## src/rtl/seq_pkg.sv

```systemverilog
// Shared types and constants for the instruction sequencer: state encoding,
// opcode map, unit indices, one-hot register encodings and the opcode decoder.
package seq_pkg;

  localparam int unsigned NUM_UNITS   = 4;
  localparam int unsigned WDOG_CYCLES = 16;
  localparam int unsigned UNIT_IDX_W  = $clog2(NUM_UNITS);
  localparam int unsigned INSTR_W     = 16;
  localparam int unsigned OPC_W       = 4;
  localparam int unsigned PARAM_W     = 6;
  localparam int unsigned REG_EN_W    = 4;
  localparam int unsigned CNT_W       = 16;
  localparam int unsigned WDOG_CNT_W  = 8;

  typedef enum logic [2:0] {
    ST_IDLE,
    ST_DECODE,
    ST_WAIT,
    ST_RETIRE,
    ST_FAULT
  } seq_state_e;

  localparam logic [OPC_W-1:0] OP_NOP  = 4'h0;
  localparam logic [OPC_W-1:0] OP_ADD  = 4'h1;
  localparam logic [OPC_W-1:0] OP_SUB  = 4'h2;
  localparam logic [OPC_W-1:0] OP_MOV  = 4'h4;
  localparam logic [OPC_W-1:0] OP_LOAD = 4'h8;

  localparam logic [UNIT_IDX_W-1:0] UNIT_MOV  = 2'd0;
  localparam logic [UNIT_IDX_W-1:0] UNIT_ADD  = 2'd1;
  localparam logic [UNIT_IDX_W-1:0] UNIT_SUB  = 2'd2;
  localparam logic [UNIT_IDX_W-1:0] UNIT_LOAD = 2'd3;

  localparam logic [REG_EN_W-1:0] REG_R0 = 4'b1000;
  localparam logic [REG_EN_W-1:0] REG_R1 = 4'b0100;
  localparam logic [REG_EN_W-1:0] REG_R2 = 4'b0010;
  localparam logic [REG_EN_W-1:0] REG_R3 = 4'b0001;

  typedef enum logic [1:0] {
    OPK_NOP,
    OPK_UNIT,
    OPK_ILLEGAL
  } op_kind_e;

  typedef struct packed {
    logic [OPC_W-1:0]   opcode;
    logic [PARAM_W-1:0] param1;
    logic [PARAM_W-1:0] param2;
  } instr_t;

  typedef struct packed {
    op_kind_e              kind;
    logic [UNIT_IDX_W-1:0] unit;
  } op_decode_t;

  // Classify an opcode and pick the execution unit that owns it
  function automatic op_decode_t decode_op(input logic [OPC_W-1:0] op);
    op_decode_t d;
    d.kind = OPK_ILLEGAL;
    d.unit = '0;
    case (op)
      OP_NOP:  d.kind = OPK_NOP;
      OP_MOV:  begin d.kind = OPK_UNIT; d.unit = UNIT_MOV;  end
      OP_ADD:  begin d.kind = OPK_UNIT; d.unit = UNIT_ADD;  end
      OP_SUB:  begin d.kind = OPK_UNIT; d.unit = UNIT_SUB;  end
      OP_LOAD: begin d.kind = OPK_UNIT; d.unit = UNIT_LOAD; end
      default: d.kind = OPK_ILLEGAL;
    endcase
    return d;
  endfunction

endpackage

```

## src/rtl/instr_sequencer_if.sv

```systemverilog
// Instruction handshake, unit side-band and shared register-enable bus.
// slave: sequencer view; master: instruction source / unit / register-file view.
interface instr_sequencer_if;
  import seq_pkg::*;

  logic                          instr_valid;
  logic [INSTR_W-1:0]            instruction;
  logic                          instr_ready;
  logic [INSTR_W-1:0]            instr_out;
  logic [NUM_UNITS-1:0]          unit_done;
  logic [NUM_UNITS*REG_EN_W-1:0] unit_rxOut;
  logic [NUM_UNITS*REG_EN_W-1:0] unit_rxIn;
  logic [NUM_UNITS-1:0]          unit_pcInc;
  logic [REG_EN_W-1:0]           rxOut;
  logic [REG_EN_W-1:0]           rxIn;
  logic                          pcInc;
  logic                          busy;
  logic                          retired;
  logic                          illegal;
  logic                          fault;
  logic [CNT_W-1:0]              retire_cnt;

  modport slave (
    input  instr_valid, instruction, unit_done, unit_rxOut, unit_rxIn, unit_pcInc,
    output instr_ready, instr_out, rxOut, rxIn, pcInc, busy, retired, illegal,
           fault, retire_cnt
  );

  modport master (
    output instr_valid, instruction, unit_done, unit_rxOut, unit_rxIn, unit_pcInc,
    input  instr_ready, instr_out, rxOut, rxIn, pcInc, busy, retired, illegal,
           fault, retire_cnt
  );
endinterface

```

## src/rtl/seq_watchdog.sv

```systemverilog
// Counts consecutive WAIT cycles and flags expiry on the cycle the count
// reaches LIMIT. Counter is held at zero outside WAIT, so it clears on entry.
module seq_watchdog
  import seq_pkg::*;
#(
  parameter int unsigned LIMIT = WDOG_CYCLES
) (
  input  logic clk,
  input  logic rst,
  input  logic run_i,
  output logic expire_o
);

  logic [WDOG_CNT_W-1:0] cnt_q;
  logic [WDOG_CNT_W-1:0] cnt_d;

  // Next count: advance while waiting, clear otherwise
  always_comb begin
    cnt_d = '0;
    if (run_i) cnt_d = cnt_q + WDOG_CNT_W'(1);
  end

  // Count register
  always_ff @(posedge clk) begin
    if (rst) cnt_q <= '0;
    else     cnt_q <= cnt_d;
  end

  assign expire_o = run_i && (cnt_d == WDOG_CNT_W'(LIMIT));

endmodule

```

## src/rtl/instr_sequencer.sv

```systemverilog
// Instruction sequencer: accepts one instruction, routes it to its execution
// unit, hands that unit the shared register enables and pcInc while it runs,
// and retires it on the unit's done pulse.
// Optional feature: define SEQ_WATCHDOG_EN to add a WAIT-state watchdog that
// aborts to FAULT after WDOG_CYCLES cycles without done.
module instr_sequencer
  import seq_pkg::*;
(
  input logic              clk,
  input logic              rst,
  instr_sequencer_if.slave bus
);

  seq_state_e            state_q;
  instr_t                instr_reg_q;
  logic [UNIT_IDX_W-1:0] active_q;
  logic [INSTR_W-1:0]    instr_out_q;
  logic                  ready_q;
  logic                  busy_q;
  logic                  retired_q;
  logic                  illegal_q;
  logic [CNT_W-1:0]      retire_cnt_q;

  op_decode_t            in_dec_c;
  op_decode_t            reg_dec_c;
  logic                  in_wait_c;
  logic                  done_sel_c;
  logic                  wdog_expire_c;

  logic [REG_EN_W-1:0]   rx_out_sl [NUM_UNITS];
  logic [REG_EN_W-1:0]   rx_in_sl  [NUM_UNITS];

  assign in_dec_c   = decode_op(bus.instruction[INSTR_W-1 -: OPC_W]);
  assign reg_dec_c  = decode_op(instr_reg_q.opcode);
  assign in_wait_c  = (state_q == ST_WAIT);
  assign done_sel_c = bus.unit_done[active_q];

  // Split the flat per-unit enable buses into one slice per unit
  always_comb begin
    for (int i = 0; i < int'(NUM_UNITS); i++) begin
      rx_out_sl[i] = bus.unit_rxOut[i*REG_EN_W +: REG_EN_W];
      rx_in_sl[i]  = bus.unit_rxIn[i*REG_EN_W +: REG_EN_W];
    end
  end

`ifdef SEQ_WATCHDOG_EN
  logic fault_q;

  seq_watchdog #(
    .LIMIT (WDOG_CYCLES)
  ) u_wdog (
    .clk      (clk),
    .rst      (rst),
    .run_i    (in_wait_c),
    .expire_o (wdog_expire_c)
  );

  assign bus.fault = fault_q;
`else
  assign wdog_expire_c = 1'b0;
  assign bus.fault     = 1'b0;
`endif

  // Sequencer FSM with registered status and broadcast outputs
  always_ff @(posedge clk) begin
    if (rst) begin
      state_q      <= ST_IDLE;
      instr_reg_q  <= '0;
      active_q     <= '0;
      instr_out_q  <= '0;
      ready_q      <= 1'b1;
      busy_q       <= 1'b0;
      retired_q    <= 1'b0;
      illegal_q    <= 1'b0;
      retire_cnt_q <= '0;
`ifdef SEQ_WATCHDOG_EN
      fault_q      <= 1'b0;
`endif
    end else begin
      retired_q <= 1'b0;
      illegal_q <= 1'b0;
`ifdef SEQ_WATCHDOG_EN
      fault_q   <= 1'b0;
`endif
      case (state_q)
        ST_IDLE: begin
          if (bus.instr_valid) begin
            instr_reg_q <= instr_t'(bus.instruction);
            state_q     <= ST_DECODE;
            ready_q     <= 1'b0;
            busy_q      <= 1'b1;
            illegal_q   <= (in_dec_c.kind == OPK_ILLEGAL);
          end
        end
        ST_DECODE: begin
          case (reg_dec_c.kind)
            OPK_UNIT: begin
              state_q     <= ST_WAIT;
              active_q    <= reg_dec_c.unit;
              instr_out_q <= instr_reg_q;
            end
            OPK_NOP: begin
              state_q      <= ST_RETIRE;
              retired_q    <= 1'b1;
              retire_cnt_q <= retire_cnt_q + CNT_W'(1);
            end
            default: begin
              state_q <= ST_IDLE;
              ready_q <= 1'b1;
              busy_q  <= 1'b0;
            end
          endcase
        end
        ST_WAIT: begin
          // done takes priority over a simultaneous watchdog expiry
          if (done_sel_c) begin
            state_q      <= ST_RETIRE;
            retired_q    <= 1'b1;
            retire_cnt_q <= retire_cnt_q + CNT_W'(1);
            instr_out_q  <= '0;
          end else if (wdog_expire_c) begin
            state_q     <= ST_FAULT;
            instr_out_q <= '0;
`ifdef SEQ_WATCHDOG_EN
            fault_q     <= 1'b1;
`endif
          end
        end
        ST_RETIRE, ST_FAULT: begin
          state_q <= ST_IDLE;
          ready_q <= 1'b1;
          busy_q  <= 1'b0;
        end
        default: begin
          state_q <= ST_IDLE;
          ready_q <= 1'b1;
          busy_q  <= 1'b0;
        end
      endcase
    end
  end

  assign bus.instr_ready = ready_q;
  assign bus.busy        = busy_q;
  assign bus.retired     = retired_q;
  assign bus.illegal     = illegal_q;
  assign bus.retire_cnt  = retire_cnt_q;
  assign bus.instr_out   = instr_out_q;

  // Only the active unit owns the shared enables, and only while in WAIT
  assign bus.rxOut = in_wait_c ? rx_out_sl[active_q] : '0;
  assign bus.rxIn  = in_wait_c ? rx_in_sl[active_q]  : '0;
  assign bus.pcInc = in_wait_c ? bus.unit_pcInc[active_q] : 1'b0;

endmodule

```

## src/flat_wrapper.sv

```systemverilog
// flat-port wrapper written by rule: the top's interface ports become plain ports
module instr_sequencer_flat import seq_pkg::*;
  (clk, rst, bus_instr_valid, bus_instruction, bus_unit_done, bus_unit_rxOut, bus_unit_rxIn, bus_unit_pcInc, bus_instr_ready, bus_instr_out, bus_rxOut, bus_rxIn, bus_pcInc, bus_busy, bus_retired, bus_illegal, bus_fault, bus_retire_cnt);
  instr_sequencer_if bus_i ();
  input logic clk;
  input logic rst;
  input wire logic [$bits(bus_i.instr_valid)-1:0] bus_instr_valid;
  input wire logic [$bits(bus_i.instruction)-1:0] bus_instruction;
  input wire logic [$bits(bus_i.unit_done)-1:0] bus_unit_done;
  input wire logic [$bits(bus_i.unit_rxOut)-1:0] bus_unit_rxOut;
  input wire logic [$bits(bus_i.unit_rxIn)-1:0] bus_unit_rxIn;
  input wire logic [$bits(bus_i.unit_pcInc)-1:0] bus_unit_pcInc;
  output wire logic [$bits(bus_i.instr_ready)-1:0] bus_instr_ready;
  output wire logic [$bits(bus_i.instr_out)-1:0] bus_instr_out;
  output wire logic [$bits(bus_i.rxOut)-1:0] bus_rxOut;
  output wire logic [$bits(bus_i.rxIn)-1:0] bus_rxIn;
  output wire logic [$bits(bus_i.pcInc)-1:0] bus_pcInc;
  output wire logic [$bits(bus_i.busy)-1:0] bus_busy;
  output wire logic [$bits(bus_i.retired)-1:0] bus_retired;
  output wire logic [$bits(bus_i.illegal)-1:0] bus_illegal;
  output wire logic [$bits(bus_i.fault)-1:0] bus_fault;
  output wire logic [$bits(bus_i.retire_cnt)-1:0] bus_retire_cnt;
  assign bus_i.instr_valid = bus_instr_valid;
  assign bus_i.instruction = bus_instruction;
  assign bus_i.unit_done = bus_unit_done;
  assign bus_i.unit_rxOut = bus_unit_rxOut;
  assign bus_i.unit_rxIn = bus_unit_rxIn;
  assign bus_i.unit_pcInc = bus_unit_pcInc;
  assign bus_instr_ready = bus_i.instr_ready;
  assign bus_instr_out = bus_i.instr_out;
  assign bus_rxOut = bus_i.rxOut;
  assign bus_rxIn = bus_i.rxIn;
  assign bus_pcInc = bus_i.pcInc;
  assign bus_busy = bus_i.busy;
  assign bus_retired = bus_i.retired;
  assign bus_illegal = bus_i.illegal;
  assign bus_fault = bus_i.fault;
  assign bus_retire_cnt = bus_i.retire_cnt;
  instr_sequencer u_core (.clk(clk), .rst(rst), .bus(bus_i));
endmodule
```

## config.mk

```make
export PLATFORM = sky130hd
export DESIGN_NAME = instr_sequencer_flat
export DESIGN_NICKNAME = d
export VERILOG_FILES = /design/src/rtl/seq_pkg.sv /design/src/rtl/instr_sequencer_if.sv /design/src/rtl/seq_watchdog.sv /design/src/rtl/instr_sequencer.sv /design/src/flat_wrapper.sv
export SDC_FILE = /design/constraint.sdc
export NUM_CORES = 1
export LEC_CHECK = 0
export CAP_MARGIN = 20
export CORE_UTILIZATION = 45
export CTS_CLUSTER_DIAMETER = 80
export DETAILED_ROUTE_END_ITERATION = 7
export MAX_ROUTING_LAYER = met4
export PLACE_DENSITY = 0.84
export SKIP_CTS_REPAIR_TIMING = 1
export SYNTH_ARGS = -nofsm -noshare
export SYNTH_HDL_FRONTEND = slang
export SYNTH_SLANG_ARGS = --single-unit
```

## constraint.sdc

```tcl
create_clock -name clk -period 3.2 [get_ports clk]
set_input_delay 0.8 -clock clk [delete_from_list [all_inputs] [get_ports clk]]
set_output_delay 0.8 -clock clk [all_outputs]
set_load 0.005 [all_outputs]
```

## Yosys cells after proc, flatten, opt, wreduce, memory -nomap -nowiden

Cells that the tools add are included.
W data, S select, Z words.

- Add/sub/neg operators: 1
- Magnitude comparators: 2
- Equality and inequality tests: 17
- Multiplexer cells: 35
- Bitwise logic cells: 4
- Reductions and logical operators: 15

Operator list:

| kind | count |
|---|---|
| $mux W16 | 4 |
| $pmux W16 S2 | 2 |
| $mux W4 | 6 |
| $add A16 B1 Y16 const B | 1 |
| $bmux W4 S2 | 2 |
| $pmux W2 S2 | 3 |
| $mux W1 | 9 |
| $pmux W3 S3 | 1 |
| $reduce_and A3 Y1 | 3 |
| $eq A4 B1 Y1 const B | 2 |
| $eq A4 B2 Y1 const B | 2 |
| $eq A4 B3 Y1 const B | 2 |
| $eq A4 B4 Y1 const B | 2 |
| $logic_not A4 Y1 | 2 |
| $reduce_or A4 Y1 | 2 |
| $mux W3 | 2 |
| $ne A2 B2 Y1 const B | 3 |
| $pmux W1 S3 | 2 |
| $pmux W2 S3 | 1 |
| $reduce_and A2 Y1 | 3 |
| $bmux W1 S2 | 2 |
| $ne A2 B1 Y1 const B | 2 |
| $eq A3 B1 Y1 const B | 1 |
| $eq A3 B2 Y1 const B | 1 |
| other kinds (12) | 14 |

- Bits in registers: 57
- Bits of input ports: 59
- Output and inout bits: 46
- Word-level logic and storage cells: 85

## Logic depth before layout (Yosys ltp)

- Depth after elaboration: 7
- Depth in mapped cells: 7
- Gate-level depth less buffers: 6

## Worst setup path before layout

OpenSTA, ideal clock, no wires.

- Kind: register -> output
- From: register u_core.active_q[0]
- To: output port bus_rxIn[0]
- Arrival: 1.507 ns
- Required time: 2.400 ns
- Path slack: 0.893 ns
- Cell stages (with the launch flop): 5
- Buffers on the path: 2
- Path through: dfxtp_1 -> clkbuf_1 -> buf_2 -> mux4_2 -> and2_1

- Cells in the longest elaborated chain, start to end: 5

Ends and longest elaborated chain:

| what | line | RTL |
|---|---|---|
| from (decl) | instr_sequencer.sv:16 | `logic [UNIT_IDX_W-1:0] active_q;` |
| from (signal assigned) | instr_sequencer.sv:99 | `active_q <= reg_dec_c.unit;` |
| $not A2 Y3 (implied by the code) | instr_sequencer.sv:152 | `assign bus.rxIn = in_wait_c ? rx_in_sl[active_q] : '0;` |
| $bmux W4 S2 | instr_sequencer.sv:152 |  |
| $mux W4 (implied by the code) (2 in series) | instr_sequencer.sv:152 |  |
| $mux W4 | instr_sequencer.sv:152 |  |
| to (decl) | flat_wrapper.sv:16 | `output wire logic [$bits(bus_i.rxIn)-1:0] bus_rxIn;` |

No other way between the ends. The select of a mux whose other input is x is not followed.

## Worst setup path in the final report

- From: input port bus_unit_rxIn[13]
- To: output port bus_rxIn[1]

- Cells in the longest elaborated chain, start to end: 4

Ends and longest elaborated chain:

| what | line | RTL |
|---|---|---|
| from (decl) | flat_wrapper.sv:11 | `input wire logic [$bits(bus_i.unit_rxIn)-1:0] bus_unit_rxIn;` |
| $bmux W4 S2 | instr_sequencer.sv:152 |  |
| $mux W4 (implied by the code) (2 in series) | instr_sequencer.sv:152 |  |
| $mux W4 | instr_sequencer.sv:152 |  |

No other way between the ends. The select of a mux whose other input is x is not followed.

==> summary by stage <==
STA
The number of hold violations in the final report was 0. The post-layout minimum cycle time is 3.07 ns. The max-slew violation total from the final report is 0. The worst pin sits at a relative slew slack of 56.3%.

Setup repair after global routing left no endpoint under its margin. The final hold slack is 0.462 ns. The number of failing setup endpoints in the final timing report is 0. For the pin with the worst max-slew slack, the measured transition is 0.655 ns.

After routing, the total negative slack on setup checks comes to 0 ns. Based on the critical path, the design can be clocked at up to about 330 MHz. The clock skew is between 0.01 and 0.015 ns.

The share of the cycle needed by the critical path after routing is between 90% and 100%.

Clocking
The clock tree from TritonCTS is yes. Counting along the longest clock path gives a buffer depth of 2. CTS built an H-tree with a depth of 2.

After clock tree synthesis, the clock-pin slew on the worst setup and hold paths is ~0.1 ns. Clock tree synthesis inserted a total of 5 buffers. The CTS sink count is 56. The insertion delay of the later-clocked pin in the worst-skew pair is 0.32 ns. The tree is rooted in a clkbuf_8.

Synthesis
After synthesis, the mean cell area works out to approximately 9.3 sq um. Summing every instance area after synthesis gives between 0.002 and 0.003 sq mm. Of the synthesized area, sequential elements account for between 30% and 40%. Counting flops with an async set or reset pin after synthesis yields a share of 0%. The dominant register cell in the synthesized netlist is dfxtp_1.

The Yosys step of the flow raised 0 warnings. When the netlist entered floorplanning its net count stood at 367. The netlist uses 46 different library cells.

Counting every instance in the synthesized netlist gives just over 300. The number of synthesized flops with an enable pin is 0. The flip-flop and latch count after synthesis is 56.

Worst setup path
Broken down by cell family, the worst path's largest delay share belongs to buffers and inverters. The length in cells of the worst reg-to-reg path is 4. The endpoint identified for the worst register-to-register timing path is u_core.bus.retire_cnt[12]$_SDFFE_PP0P_. The largest fanout on the critical path is 1. In this design, the stage delay of the slowest critical-path cell is ~0.46 ns. The classification of the worst setup path is in -> out. The cell seen most often among critical-path stages is clkdlybuf4s50_1.

In this run the register-to-register setup slack is just under 1 ns. The arrival time at the worst endpoint is around 2.3 ns. Walking the worst path, the cells encountered are clkdlybuf4s50_1 -> mux4_2 -> and2_1 -> clkdlybuf4s50_1.

The worst setup path is captured at an output port. The reg-to-reg critical path startpoint is u_core.instr_reg_q[13]$_SDFFE_PP0P_. STA classifies the critical path startpoint as a primary input. The largest individual stage delay along the critical path comes from the cell mux4_2.

The critical path contains buffers and inverters numbering 2 combined. Data on the critical path is required at its endpoint by ~2.4 ns.

Cells and area
The final-stage net count is 459. 0 antenna diodes ended up in the layout. The fraction of final layout cells with drive strength greater than 1 is 8.08%. The post-route core utilization is between 60% and 70%. Leaving out fill and tap cells, the most frequent cells in the layout are 103 x clkdlybuf4s50_1, 56 x dfxtp_1, 45 x nand2_1. The synthesis-to-finish area growth is 40.9%. The library cell used most frequently in the layout, excluding fill and tap cells, is clkdlybuf4s50_1. The final instance count without filler cells is 471.

Placement
The placer congestion estimate is about 0.8. Detailed placement finished with a half-perimeter wire length of a little over 5000 um. Counting tap cells, the placed design contains a total of about 460 instances. The count of port buffers added during placement is 103.

Detailed routing
The routed layout has ~2,700 vias. The number of vias per cell after detailed routing is ~5.7. The routed length per placed instance is 14.8 um. The iteration count of the initial detailed-routing pass is 4.

The remaining antenna violation count after routing is 0. After detailed routing, the total wire length is ~7000 um. The total DRC errors in the routed layout is 0. After the first detailed-routing iteration, the DRC count stood at about 120.

Outcome
The run finished with clean final reports.

Global route
The global-route wire length before repair is 10,800 um. Entering global routing, the biggest net connects 44 pins. Global routing used 21.6% of the available tracks across all layers. The total global routing overflow is 0. The initial antenna violation count is 0. The number of global-route vias before repair was about 2,400.

Floorplan
The area of the die is around 0.0066 sq mm. For this design the top-level I/O count stands at roughly 110. The die is 81.1 um tall. The die is roughly 81 um wide. The area of the core is around 0.006 sq mm. The number of placement rows is 28.

Once the floorplan was initialized, standard cells occupied between 40 and 50% of the core.

Hold path
The critical hold path startpoint is u_core.instr_reg_q[3]$_SDFFE_PP0P_. The worst hold path belongs to the class reg -> reg. The destination of the worst hold path is u_core.instr_reg_q[3]$_SDFFE_PP0P_. The count of cells along the worst hold path is 2.

Power
The worst supply voltage drop on vdd is slightly below 0.3 mV. The leakage power summed over all cells is 0.00136 uW. Overall power consumption after layout is estimated at roughly 2300 uW. Dividing total power by cell area gives a power density of 570 mW/mm^2.

Flow run
The number of max-cap violations is 0.
-- how the worst max path moves through the flow --
stage	end	slack (ns)	depth (start not counted)	from
floorplan	bus_rxIn[0]	0.89	4	u_core.active_q[0]$_SDFFE_PP0P_
global placement	bus_rxIn[1]	0.12	4	bus_unit_rxIn[13]
detailed placement	bus_rxIn[1]	0.12	4	bus_unit_rxIn[13]
CTS	bus_rxIn[1]	0.12	4	bus_unit_rxIn[13]
global route	bus_rxOut[1]	0.07	4	bus_unit_rxOut[1]
finish	bus_rxIn[1]	0.13	4	bus_unit_rxIn[13]
-- worst register-to-register path, stage by stage (launching register included) --
cell     delay (ns)
dfxtp_1        0.45
o41ai_4        0.52
nand4_2        0.34
nor4b_1        0.42
mux2_2         0.37
-- through the flow --
| step | worst slack [ns] | instance area, sq um |
|---|---|---|
| detailed placement | 0.121 | 3880 |
| floorplan | 0.893 | 2810 |
| finish | 0.130 | 3960 |
| global route | 0.0666 | 3960 |
| CTS | 0.116 | 3960 |
| global placement | 0.117 | 3880 |
-- layout make-up --
| cell class | instances | area, sq um |
|---|---|---|
| tap | 75 | 93.8 |
| clock buffer | 7 | 76.3 |
| clock inverter | 1 | 8.76 |
| fill | 484 | 2030 |
| sequential | 56 | 1120 |
| inverter | 8 | 30.0 |
| timing repair buffer | 108 | 1080 |
| multi-input combinational | 216 | 1550 |
-- sequential cells by signal, summed over array words and instances (netlist names) --
signal,count
u_core.state_q,2
u_core.instr_reg_q,16
u_core.bus.instr_ready,1
u_core.active_q,2
u_core.bus.busy,1
u_core.bus.instr_out,16
u_core.bus.retire_cnt,16
u_core.bus.retired,1
u_core.bus.illegal,1
-- cells in the mapped netlist, types with 3 or more instances --
cell,n,area [sq um]
a21oi_1,30,150
a32o_1,16,160
and2_1,10,62.6
buf_2,3,15.0
clkbuf_1,15,56.3
dfxtp_1,56,1120
ha_1,5,62.6
inv_1,8,30.0
mux2_2,9,101
mux4_2,9,203
nand2_1,45,169
nand2b_1,6,37.5
nand3_1,4,20.0
nand4_1,3,18.8
nor2_1,13,48.8
nor2b_1,7,43.8
nor4_1,3,18.8
nor4b_1,4,35.0
o21ai_0,8,40.0
o31ai_1,7,52.6
or4_1,7,52.6
-- metal layers --
metal	routed length, um	share of wire, %	vias up	GRT usage, %
li1	-	-	1309	-
met1	2850	41	1282	22.9
met2	3430	49	92	39.1
met3	582	8.3	9	4.83
met4	114	1.6	0	7.86
met5	0	0	-	-
-- power breakdown --
| group | total, uW | switching, uW | internal (uW) |
|---|---|---|---|
| clock network | 388 | 231 | 157 |
| registers | 909 | 108 | 801 |
| logic | 962 | 495 | 467 |
-- logic make-up after synthesis --
family	synth area share (%)
AO/OA/AOI/OAI	19.7
XOR/XNOR	0.311
adder cells (fa/ha/maj)	2.94
buffers and inverters	4.94
flip-flops	39.9
multiplexers	11.5
other	0.133
AND/OR/NAND/NOR	20.6
Power figures use the tool's default switching activity.
